<file path="config.mk">
export PLATFORM = sky130hd
export DESIGN_NAME = ring_rr_arbiter_flat
export DESIGN_NICKNAME = d
export VERILOG_FILES = /design/src/rtl/ring_rr_arbiter_pkg.sv /design/src/rtl/ring_rr_arbiter_if.sv /design/src/rtl/ring_rr_arbiter_rr_pick.sv /design/src/rtl/ring_rr_arbiter.sv /design/src/flat_wrapper.sv
export SDC_FILE = /design/constraint.sdc
export NUM_CORES = 1
export LEC_CHECK = 0
export ABC_AREA = 1
export CORE_UTILIZATION = 48
export CTS_CLUSTER_DIAMETER = 120
export DETAILED_ROUTE_END_ITERATION = 16
export PLACE_DENSITY = 0.83
export SETUP_SLACK_MARGIN = 0.15
export SYNTH_ARGS = -nofsm -noshare
export SYNTH_HDL_FRONTEND = slang
export SYNTH_HIERARCHICAL = 1
export SYNTH_SLANG_ARGS = --single-unit
</file>
<file path="constraint.sdc">
create_clock -name clk -period 1.3 [get_ports clk]
set_input_delay 0.195 -clock clk [delete_from_list [all_inputs] [get_ports clk]]
set_output_delay 0.195 -clock clk [all_outputs]
set_load 0.05 [all_outputs]
</file>
<file path="src/rtl/ring_rr_arbiter_pkg.sv">
// Shared types and helpers for the ring round-robin arbiter.
package ring_arb_pkg;

    typedef enum logic {
        IDLE  = 1'b0,
        GRANT = 1'b1
    } arb_state_e;

    localparam int N_DEF        = 4;
    localparam int MAX_HOLD_DEF = 16;

    // Binary index of the set bit in a one-hot word (0 when the word is zero).
    function automatic int unsigned onehot2bin(input logic [31:0] oh);
        int unsigned r;
        r = 0;
        for (int i = 0; i < 32; i++) begin
            if (oh[i]) r = r | unsigned'(i);
        end
        return r;
    endfunction

endpackage

</file>
<file path="src/rtl/ring_rr_arbiter_if.sv">
// Requester-side bus of the ring arbiter: requests in, one-hot grant out.
interface ring_rr_arbiter_if
    import ring_arb_pkg::*;
#(
    parameter int N = N_DEF
);
    localparam int GW = $clog2(N);

    logic [N-1:0]  req;
    logic          done;
    logic [N-1:0]  grant;
    logic [GW-1:0] gid;
    logic          busy;
    logic          timeout;

    modport master (output req, done, input grant, gid, busy, timeout);
    modport slave  (input req, done, output grant, gid, busy, timeout);

endinterface

</file>
<file path="src/rtl/ring_rr_arbiter_rr_pick.sv">
// Combinational round-robin picker: first set request at or above the
// pointer position, wrapping around the top.
module rr_pick
    import ring_arb_pkg::*;
#(
    parameter int N = N_DEF
) (
    input  logic [N-1:0] req,
    input  logic [N-1:0] ptr,
    output logic [N-1:0] winner,
    output logic         valid
);
    int unsigned  p;
    logic [N-1:0] rot;
    logic [N-1:0] lsb;

    // Rotate so the pointer lands on bit 0, isolate the lowest set bit,
    // then rotate back into requester numbering.
    always_comb begin
        p      = onehot2bin(32'(ptr));
        rot    = N'({req, req} >> p);
        lsb    = rot & (~rot + N'(1));
        winner = N'({lsb, lsb} << p >> N);
        valid  = |req;
    end

endmodule

</file>
<file path="src/rtl/ring_rr_arbiter.sv">
// Round-robin arbiter with a rotating one-hot priority ring and a hold
// timeout; grants are held until done, request drop, or MAX_HOLD cycles.
module ring_rr_arbiter
    import ring_arb_pkg::*;
#(
    parameter int N        = N_DEF,
    parameter int MAX_HOLD = MAX_HOLD_DEF
) (
    input  logic              clk,
    input  logic              rst,
    ring_rr_arbiter_if.slave  bus
);
    localparam int GW = $clog2(N);
    localparam int HW = $clog2(MAX_HOLD);

    arb_state_e    state_q, state_d;
    logic [N-1:0]  ptr_q, ptr_d;
    logic [HW-1:0] hold_q, hold_d;
    logic [N-1:0]  grant_q, grant_d;
    logic [GW-1:0] gid_q, gid_d;
    logic          timeout_q, timeout_d;

    logic [N-1:0]  pick_oh;
    logic          pick_vld;
    logic          rel_done, rel_drop, rel_tmo;

    rr_pick #(.N(N)) u_pick (
        .req    (bus.req),
        .ptr    (ptr_q),
        .winner (pick_oh),
        .valid  (pick_vld)
    );

    // Next-state: arbitrate in IDLE, count and watch release causes in GRANT.
    always_comb begin
        state_d   = state_q;
        ptr_d     = ptr_q;
        hold_d    = hold_q;
        grant_d   = grant_q;
        gid_d     = gid_q;
        timeout_d = 1'b0;
        rel_done  = bus.done;
        rel_drop  = ~|(bus.req & grant_q);
        rel_tmo   = (hold_q == HW'(MAX_HOLD - 1));
        case (state_q)
            IDLE: begin
                if (pick_vld) begin
                    state_d = GRANT;
                    grant_d = pick_oh;
                    gid_d   = GW'(onehot2bin(32'(pick_oh)));
                    hold_d  = '0;
                end
            end
            GRANT: begin
                if (rel_done || rel_drop || rel_tmo) begin
                    // Hold counter is left at its final value; it is
                    // cleared again when the next grant is issued.
                    state_d   = IDLE;
                    grant_d   = '0;
                    gid_d     = '0;
                    ptr_d     = {grant_q[N-2:0], grant_q[N-1]};
                    timeout_d = rel_tmo & ~rel_done & ~rel_drop;
                end else begin
                    hold_d = hold_q + HW'(1);
                end
            end
            default: state_d = IDLE;
        endcase
    end

    // State and output registers; reset overrides any grant in flight.
    always_ff @(posedge clk) begin
        if (rst) begin
            state_q   <= IDLE;
            ptr_q     <= N'(1);
            hold_q    <= '0;
            grant_q   <= '0;
            gid_q     <= '0;
            timeout_q <= 1'b0;
        end else begin
            state_q   <= state_d;
            ptr_q     <= ptr_d;
            hold_q    <= hold_d;
            grant_q   <= grant_d;
            gid_q     <= gid_d;
            timeout_q <= timeout_d;
        end
    end

    assign bus.grant   = grant_q;
    assign bus.gid     = gid_q;
    assign bus.busy    = (state_q == GRANT);
    assign bus.timeout = timeout_q;

endmodule
</file>
<file path="src/flat_wrapper.sv">
// flat-port wrapper written by rule: the top's interface ports become plain ports
module ring_rr_arbiter_flat import ring_arb_pkg::*;
#(
    parameter int N        = N_DEF,
    parameter int MAX_HOLD = MAX_HOLD_DEF
)
  (clk, rst, bus_req, bus_done, bus_grant, bus_gid, bus_busy, bus_timeout);
  ring_rr_arbiter_if #(.N(N)) bus_i ();
  input  logic clk;
  input  logic rst;
  input wire logic [$bits(bus_i.req)-1:0] bus_req;
  input wire logic [$bits(bus_i.done)-1:0] bus_done;
  output wire logic [$bits(bus_i.grant)-1:0] bus_grant;
  output wire logic [$bits(bus_i.gid)-1:0] bus_gid;
  output wire logic [$bits(bus_i.busy)-1:0] bus_busy;
  output wire logic [$bits(bus_i.timeout)-1:0] bus_timeout;
  assign bus_i.req = bus_req;
  assign bus_i.done = bus_done;
  assign bus_grant = bus_i.grant;
  assign bus_gid = bus_i.gid;
  assign bus_busy = bus_i.busy;
  assign bus_timeout = bus_i.timeout;
  ring_rr_arbiter #(.N(N), .MAX_HOLD(MAX_HOLD)) u_core (.clk(clk), .rst(rst), .bus(bus_i));
endmodule
</file>
# Yosys cells after proc, flatten, opt, wreduce, memory -nomap -nowiden
# Index checks and enable logic that the tools add are counted.
dict set report word_totals {
  regBits 16
  out_inout_bits 8
  elab_cells 49
}
dict set report op_classes {
  n_addsub 2
  n_eq_ne 4
  n_shift 2
  n_mux 18
  bitwise_logic 8
  n_reduce_logical 9
}
# operator n
set op_table {}
lappend op_table {{8-bit by 32-bit left shift with 8-bit output} 1}
lappend op_table {{8-bit by 32-bit right shift with 4-bit output} 1}
lappend op_table {{4-bit two-way mux} 4}
lappend op_table {{4-bit case mux with 2 select lines} 2}
lappend op_table {{2-bit two-way mux} 6}
lappend op_table {{4-bit by 1-bit adder with 4-bit output (second input constant)} 2}
lappend op_table {{4-bit bitwise AND} 2}
lappend op_table {{4-bit OR reduction} 2}
lappend op_table {{2-bit AND reduction} 3}
lappend op_table {{4-bit equality test (second input constant)} 1}
lappend op_table {{1-bit two-way mux} 4}
lappend op_table {{2-bit != test (second input constant)} 2}
lappend op_table {{4-bit inverter} 1}
lappend op_table {{2-bit case mux with 2 select lines} 1}
lappend op_table {{1-bit inverter} 3}
lappend op_table {{3-bit OR reduction} 1}
lappend op_table {{1-bit bitwise AND} 2}
lappend op_table {{1-bit logical OR} 2}
lappend op_table {{2-bit by 1-bit != test with 1-bit output (second input constant)} 1}
lappend op_table {{1-bit case mux with 2 select lines} 1}
lappend op_table {{1-bit zero test} 1}

# Depth between registers and ports, before layout
dict set report depth {
  ltp_word 13
  mapped_depth 13
  mapped_depth_nobuf 13
}

# Modules after synthesis
# The synthesis kept the hierarchy.
# module n_inst cells_each area_each_um2 seq_area_each_um2
set modules_own_cells {}
lappend modules_own_cells {ring_rr_arbiter 1 91 684.4 320.3}
lappend modules_own_cells {rr_pick 1 69 357.8 0.0}

# Least setup slack after synthesis
# Ideal clock, no wire load.
dict set report synth_path {
  path_type {reg2reg}
  start {reg u_core.ptr_q[3]}
  end {reg u_core.gid_q[0] (netlist: u_core/bus.gid[0])}
  t_arrival_ns 1.322
  slack_ns -0.154
  path_stages_with_launch 12
  n_path_buf 1
  synth_period_minus_slack_ns 1.454
  cell_sequence {dfxtp_1 -> nor2_2 -> buf_6 -> nand3_2 -> nand2_4 -> inv_2 -> nand3_1 -> nand2_1 -> nand3_1 -> nand2_1 -> o21ai_0 -> a21oi_1}
}
dict set report synth_via {
  word_cells_on_any_way 11
}
# element line
set synth_rtl {}
lappend synth_rtl {{start: declaration} ring_rr_arbiter.sv:17} ;# logic [N-1:0] ptr_q, ptr_d;
lappend synth_rtl {{start signal: assignment} ring_rr_arbiter.sv:82} ;# ptr_q <= ptr_d;
lappend synth_rtl {{2-bit two-way mux (*)} ring_rr_arbiter_pkg.sv:17} ;# if (oh[i]) r = r | unsigned'(i);
lappend synth_rtl {{8-bit by 32-bit right shift with 4-bit output} ring_rr_arbiter_rr_pick.sv:21} ;# rot = N'({req, req} >> p);
lappend synth_rtl {{4-bit inverter} ring_rr_arbiter_rr_pick.sv:22} ;# lsb = rot & (~rot + N'(1));
lappend synth_rtl {{4-bit by 1-bit adder with 4-bit output} ring_rr_arbiter_rr_pick.sv:22}
lappend synth_rtl {{4-bit bitwise AND} ring_rr_arbiter_rr_pick.sv:22}
lappend synth_rtl {{8-bit by 32-bit left shift with 8-bit output (*)} ring_rr_arbiter_rr_pick.sv:23} ;# winner = N'({lsb, lsb} << p >> N);
lappend synth_rtl {{named net u_core.pick_oh[3]} ring_rr_arbiter.sv:23} ;# logic [N-1:0] pick_oh;
lappend synth_rtl {{2-bit two-way mux (*)} ring_rr_arbiter_pkg.sv:17}
lappend synth_rtl {{2-bit two-way mux (*)} ring_rr_arbiter.sv:47} ;# if (pick_vld) begin
lappend synth_rtl {{2-bit case mux with 2 select lines (*)} ring_rr_arbiter.sv:45} ;# case (state_q)
lappend synth_rtl {{end signal: assignment} ring_rr_arbiter.sv:85} ;# gid_q <= gid_d;
lappend synth_rtl {{end: declaration} ring_rr_arbiter.sv:20} ;# logic [GW-1:0] gid_q, gid_d;
# Mark *: on every way through the listed nets, which the timed path passes. The rest lies on a longest branch. The select of a mux whose other input is x is not followed.
# A chain may end at the register's enable or synchronous reset.

# Worst setup path in the final report
dict set report layout_path {
  start {reg u_core.ptr_q[1]}
  end {reg u_core.gid_q[1] (netlist: u_core/bus.gid[1])}
}
dict set report layout_via {
  word_cells_on_any_way 12
}
# element line
set layout_rtl {}
lappend layout_rtl {{1-bit two-way mux (*)} ring_rr_arbiter_pkg.sv:17}
lappend layout_rtl {{2-bit two-way mux (*) (2 in a row)} ring_rr_arbiter_pkg.sv:17}
lappend layout_rtl {{8-bit by 32-bit right shift with 4-bit output} ring_rr_arbiter_rr_pick.sv:21}
lappend layout_rtl {{4-bit inverter} ring_rr_arbiter_rr_pick.sv:22}
lappend layout_rtl {{4-bit by 1-bit adder with 4-bit output} ring_rr_arbiter_rr_pick.sv:22}
lappend layout_rtl {{4-bit bitwise AND} ring_rr_arbiter_rr_pick.sv:22}
lappend layout_rtl {{8-bit by 32-bit left shift with 8-bit output (*)} ring_rr_arbiter_rr_pick.sv:23}
lappend layout_rtl {{named net u_core.pick_oh[3]} ring_rr_arbiter.sv:23}
lappend layout_rtl {{2-bit two-way mux (*)} ring_rr_arbiter_pkg.sv:17}
lappend layout_rtl {{2-bit two-way mux (*)} ring_rr_arbiter.sv:47}
lappend layout_rtl {{2-bit case mux with 2 select lines (*)} ring_rr_arbiter.sv:45}
# Marked as above.

==> reports/qor.tcl <==
set qor(critical_path.most_common_cell) {nand2_1}
set qor(critical_path.startpoint_type) {register}
set qor(antenna_violations_before_repair) 0
set qor(max_freq_mhz) 584
set qor(clockBufferDepth) 2
set qor(hold_violations) 0
set qor(grt_max_degree) 10
set qor(count_of_antenna_diodes_in_the_layout) 0
set qor(path_max_fanout) 7
set qor(critPathLaunch) {u_core/ptr_q[1]}
set qor(status) {complete, but fails checks}
set qor(worstHoldPathType) {reg -> reg}
set qor(max-vdd-ir-drop_v) 0.00150
set qor(rsz0062_at_grt) {yes}
set qor(area.growth.synth_to_final_pct) 60.6
set qor(place.detailed.hpwl_um) 2220
set qor(timing.reg2reg.setup_slack_ns) -0.41
set qor(cts_tree) {yes}
set qor(ioPinCount) 15
set qor(floorplan.initialDensity) 0.515
set qor(path_class) {reg -> reg}
set qor(wire_per_inst_um) 17.6
set qor(total_power_w) 0.00241
set qor(remaining_drc_errors) 0
set qor(detailedRoute.firstIterationViolations) 96
set qor(reg2reg_depth) 12
set qor(first_pass_grt_wire_length_um) 5230
set qor(layout_cells_sized_above_1) 0.472
set qor(tightest_slew_ns) 0.336
set qor(die_w_um) 47.9
set qor(cp_cell_sequence) {nor2_4, nand2_1, nand3_1, nand2_1, nand2_1, inv_1, nand2_1, nand2_1, nand3_1, nand2_1, o21ai_1, a21oi_1}
set qor(post_dr_vias_cell) 6.14
set qor(data_required_time_at_the_worst_endpoint_ns) 1.46
set qor(cts.hold.buffers_added) 0
set qor(finalWorstPathRequiredPeriod_ns) 1.71
set qor(dr.pass1.iters) 5
set qor(regToRegEndpoint) {u_core/bus.gid[1]}
set qor(layout_worst_path_cycle_share) 1.32
set qor(rr_startpoint) {u_core/ptr_q[1]}
set qor(yosysWarningCount) 6
set qor(placementRows) 16
set qor(worst_clock_skew_ns) 0.00952
set qor(critPathMaxStageDelay_ns) 0.37
set qor(core-area_um2) 1960
set qor(place.port_buffers) 14
set qor(grt_util_all_layers) 0.328
set qor(clock_latency_ns) 0.28
set qor(cts_buffers) 3
set qor(cp_data_arrival_time_ns) 1.87
set qor(number_of_global_route_vias_before_repair) 1178
set qor(syn_avg_cell_area_um2) 6.47
set qor(syn_nets) 164
set qor(worst-path-buf-inv) 1
set qor(cts_max_level) 1
set qor(timing.critical_path.max_delay_family) {simple AND/OR/NAND/NOR gates}
set qor(die_height_um) 47.9
set qor(gr-total-overflow) 0
set qor(timing_max_transition_violations_final) 0
set qor(route.vias.total) 1376
set qor(gp_weighted_congestion) 0.801
set qor(worst_setup_hold_path_clk_slew_ns) 0.09
set qor(setup_violations_final) 8
set qor(numClockSinks) 15
set qor(fin_nets) 206
set qor(power_density_nw_per_um2) 1480
set qor(drt_wl_total_um) 3950
set qor(clock_tree.root_cell) {clkbuf_4}
set qor(endpoint_kind) {register}
set qor(ant_nets) 0
set qor(synth_area_um2) 1010
set qor(placed_instances) 208
set qor(design.die.area_um2) 2290
set qor(syn_inst) 156
set qor(finalWorstSetupSlack_ns) -0.413
set qor(finalNonFillerCells) 224
set qor(critical-path-slowest-cell) {dfxtp_4}
set qor(violated_checks) {negative setup slack}
set qor(worst_case_headroom_to_the_max_slew_limit) 0.776
set qor(timing.critical_path.depth) 12
set qor(num-fill-cells) 109
set qor(total_leakage_power_nw) 0.732
set qor(cp-endpoint) {u_core/bus.gid[1]}
set qor(drv.max_cap_violation_count) 0
==> what timing repair did <==
item / CTS / global route
buffers inserted: 9 / 2
resized for setup: 16 / 20
setup endpoints to repair: 14 / 14
pin swaps: 5 / 7
cloned: 1 / 0
==> per-layer routing <==
layer	vias to the layer above	global-route usage	wire, um
met5	-	0	0
met4	0	0.111	215
met3	28	0.0906	419
met2	116	0.562	1920
met1	635	0.392	1390
li1	597	-	-
==> cells in the final DEF (no fill, tap or decap) <==
master,count
a21oi_1,6
a21oi_2,5
buf_12,8
buf_4,24
buf_6,2
clkbuf_1,1
clkbuf_4,3
clkdlybuf4s50_1,2
dfxtp_1,6
dfxtp_2,3
dfxtp_4,6
dlygate4sd2_1,4
ha_4,1
inv_1,12
inv_2,6
nand2_1,36
nand2_2,12
nand2_4,6
nand3_1,21
nand3_2,6
nand3_4,3
nand4_1,4
nor2_1,6
nor2_2,2
nor2_4,3
nor4_1,1
o21ai_0,1
o21ai_1,3
o21ai_2,3
xnor2_1,1
==> worst min-delay path by stage <==
stage                            startpoint            endpoint  slack, ns  cells after the start
final                     u_core/bus.gid[1]   u_core/bus.gid[1]       0.53                      2
after global routing      u_core/bus.gid[1]   u_core/bus.gid[1]       0.55                      2
after CTS                               rst  u_core/bus.timeout       0.52                      2
after detailed placement   u_core/hold_q[1]    u_core/hold_q[1]       0.50                      2
after global placement     u_core/hold_q[1]    u_core/hold_q[1]       0.49                      2
after floorplan                    bus_done  u_core/bus.timeout       0.38                      3
==> metrics by stage <==
step	setup WS (ns)	utilization	cell area [um2]	hold slack, ns	setup TNS, ns
finish	-0.413	0.827	1620	0.531	-2.13
global route	-0.491	0.827	1620	0.547	-2.95
CTS	-0.287	0.789	1550	0.524	-1.45
detailed placement	-0.492	0.716	1400	0.501	-5.66
global placement	-0.406	0.716	1400	0.494	-4.57
floorplan	-0.0701	-	1070	0.380	-0.327
==> worst reg2reg max path, cell delays in order, from the launching register on <==
cell and delay [ns]:
dfxtp_4 0.37, nor2_4 0.23, nand2_1 0.14, nand3_1 0.11
nand2_1 0.07, nand2_1 0.06, inv_1 0.05, nand2_1 0.06
nand2_1 0.07, nand3_1 0.08, nand2_1 0.09, o21ai_1 0.17
a21oi_1 0.09
==> report_power, final <==
group	internal [W]	leakage (nW)	total (W)	switching (W)
clock	0.000119	0.0150	0.000261	0.000142
combinational	0.000612	0.589	0.00152	0.000912
sequential	0.000541	0.128	0.000622	0.0000814
total	0.00127	0.732	0.00241	0.00114
==> layout make-up <==
class | count | area, um2 | area share
clock buffers | 4 | 26.3 | 0.0162
inverters | 18 | 67.6 | 0.0417
multi-input cells | 120 | 749 | 0.462
flip-flops and latches | 15 | 327 | 0.201
well taps | 27 | 33.8 | 0.0208
repair buffers | 40 | 418 | 0.258
==> registers in the layout, summed over array words and instances (netlist names) <==
signal and flops:
u_core/ptr_q 3, u_core/hold_q 4, u_core/bus.timeout 1, u_core/bus.grant 4, u_core/bus.busy 1, u_core/bus.gid 2
(Power assumes the default switching activity.)
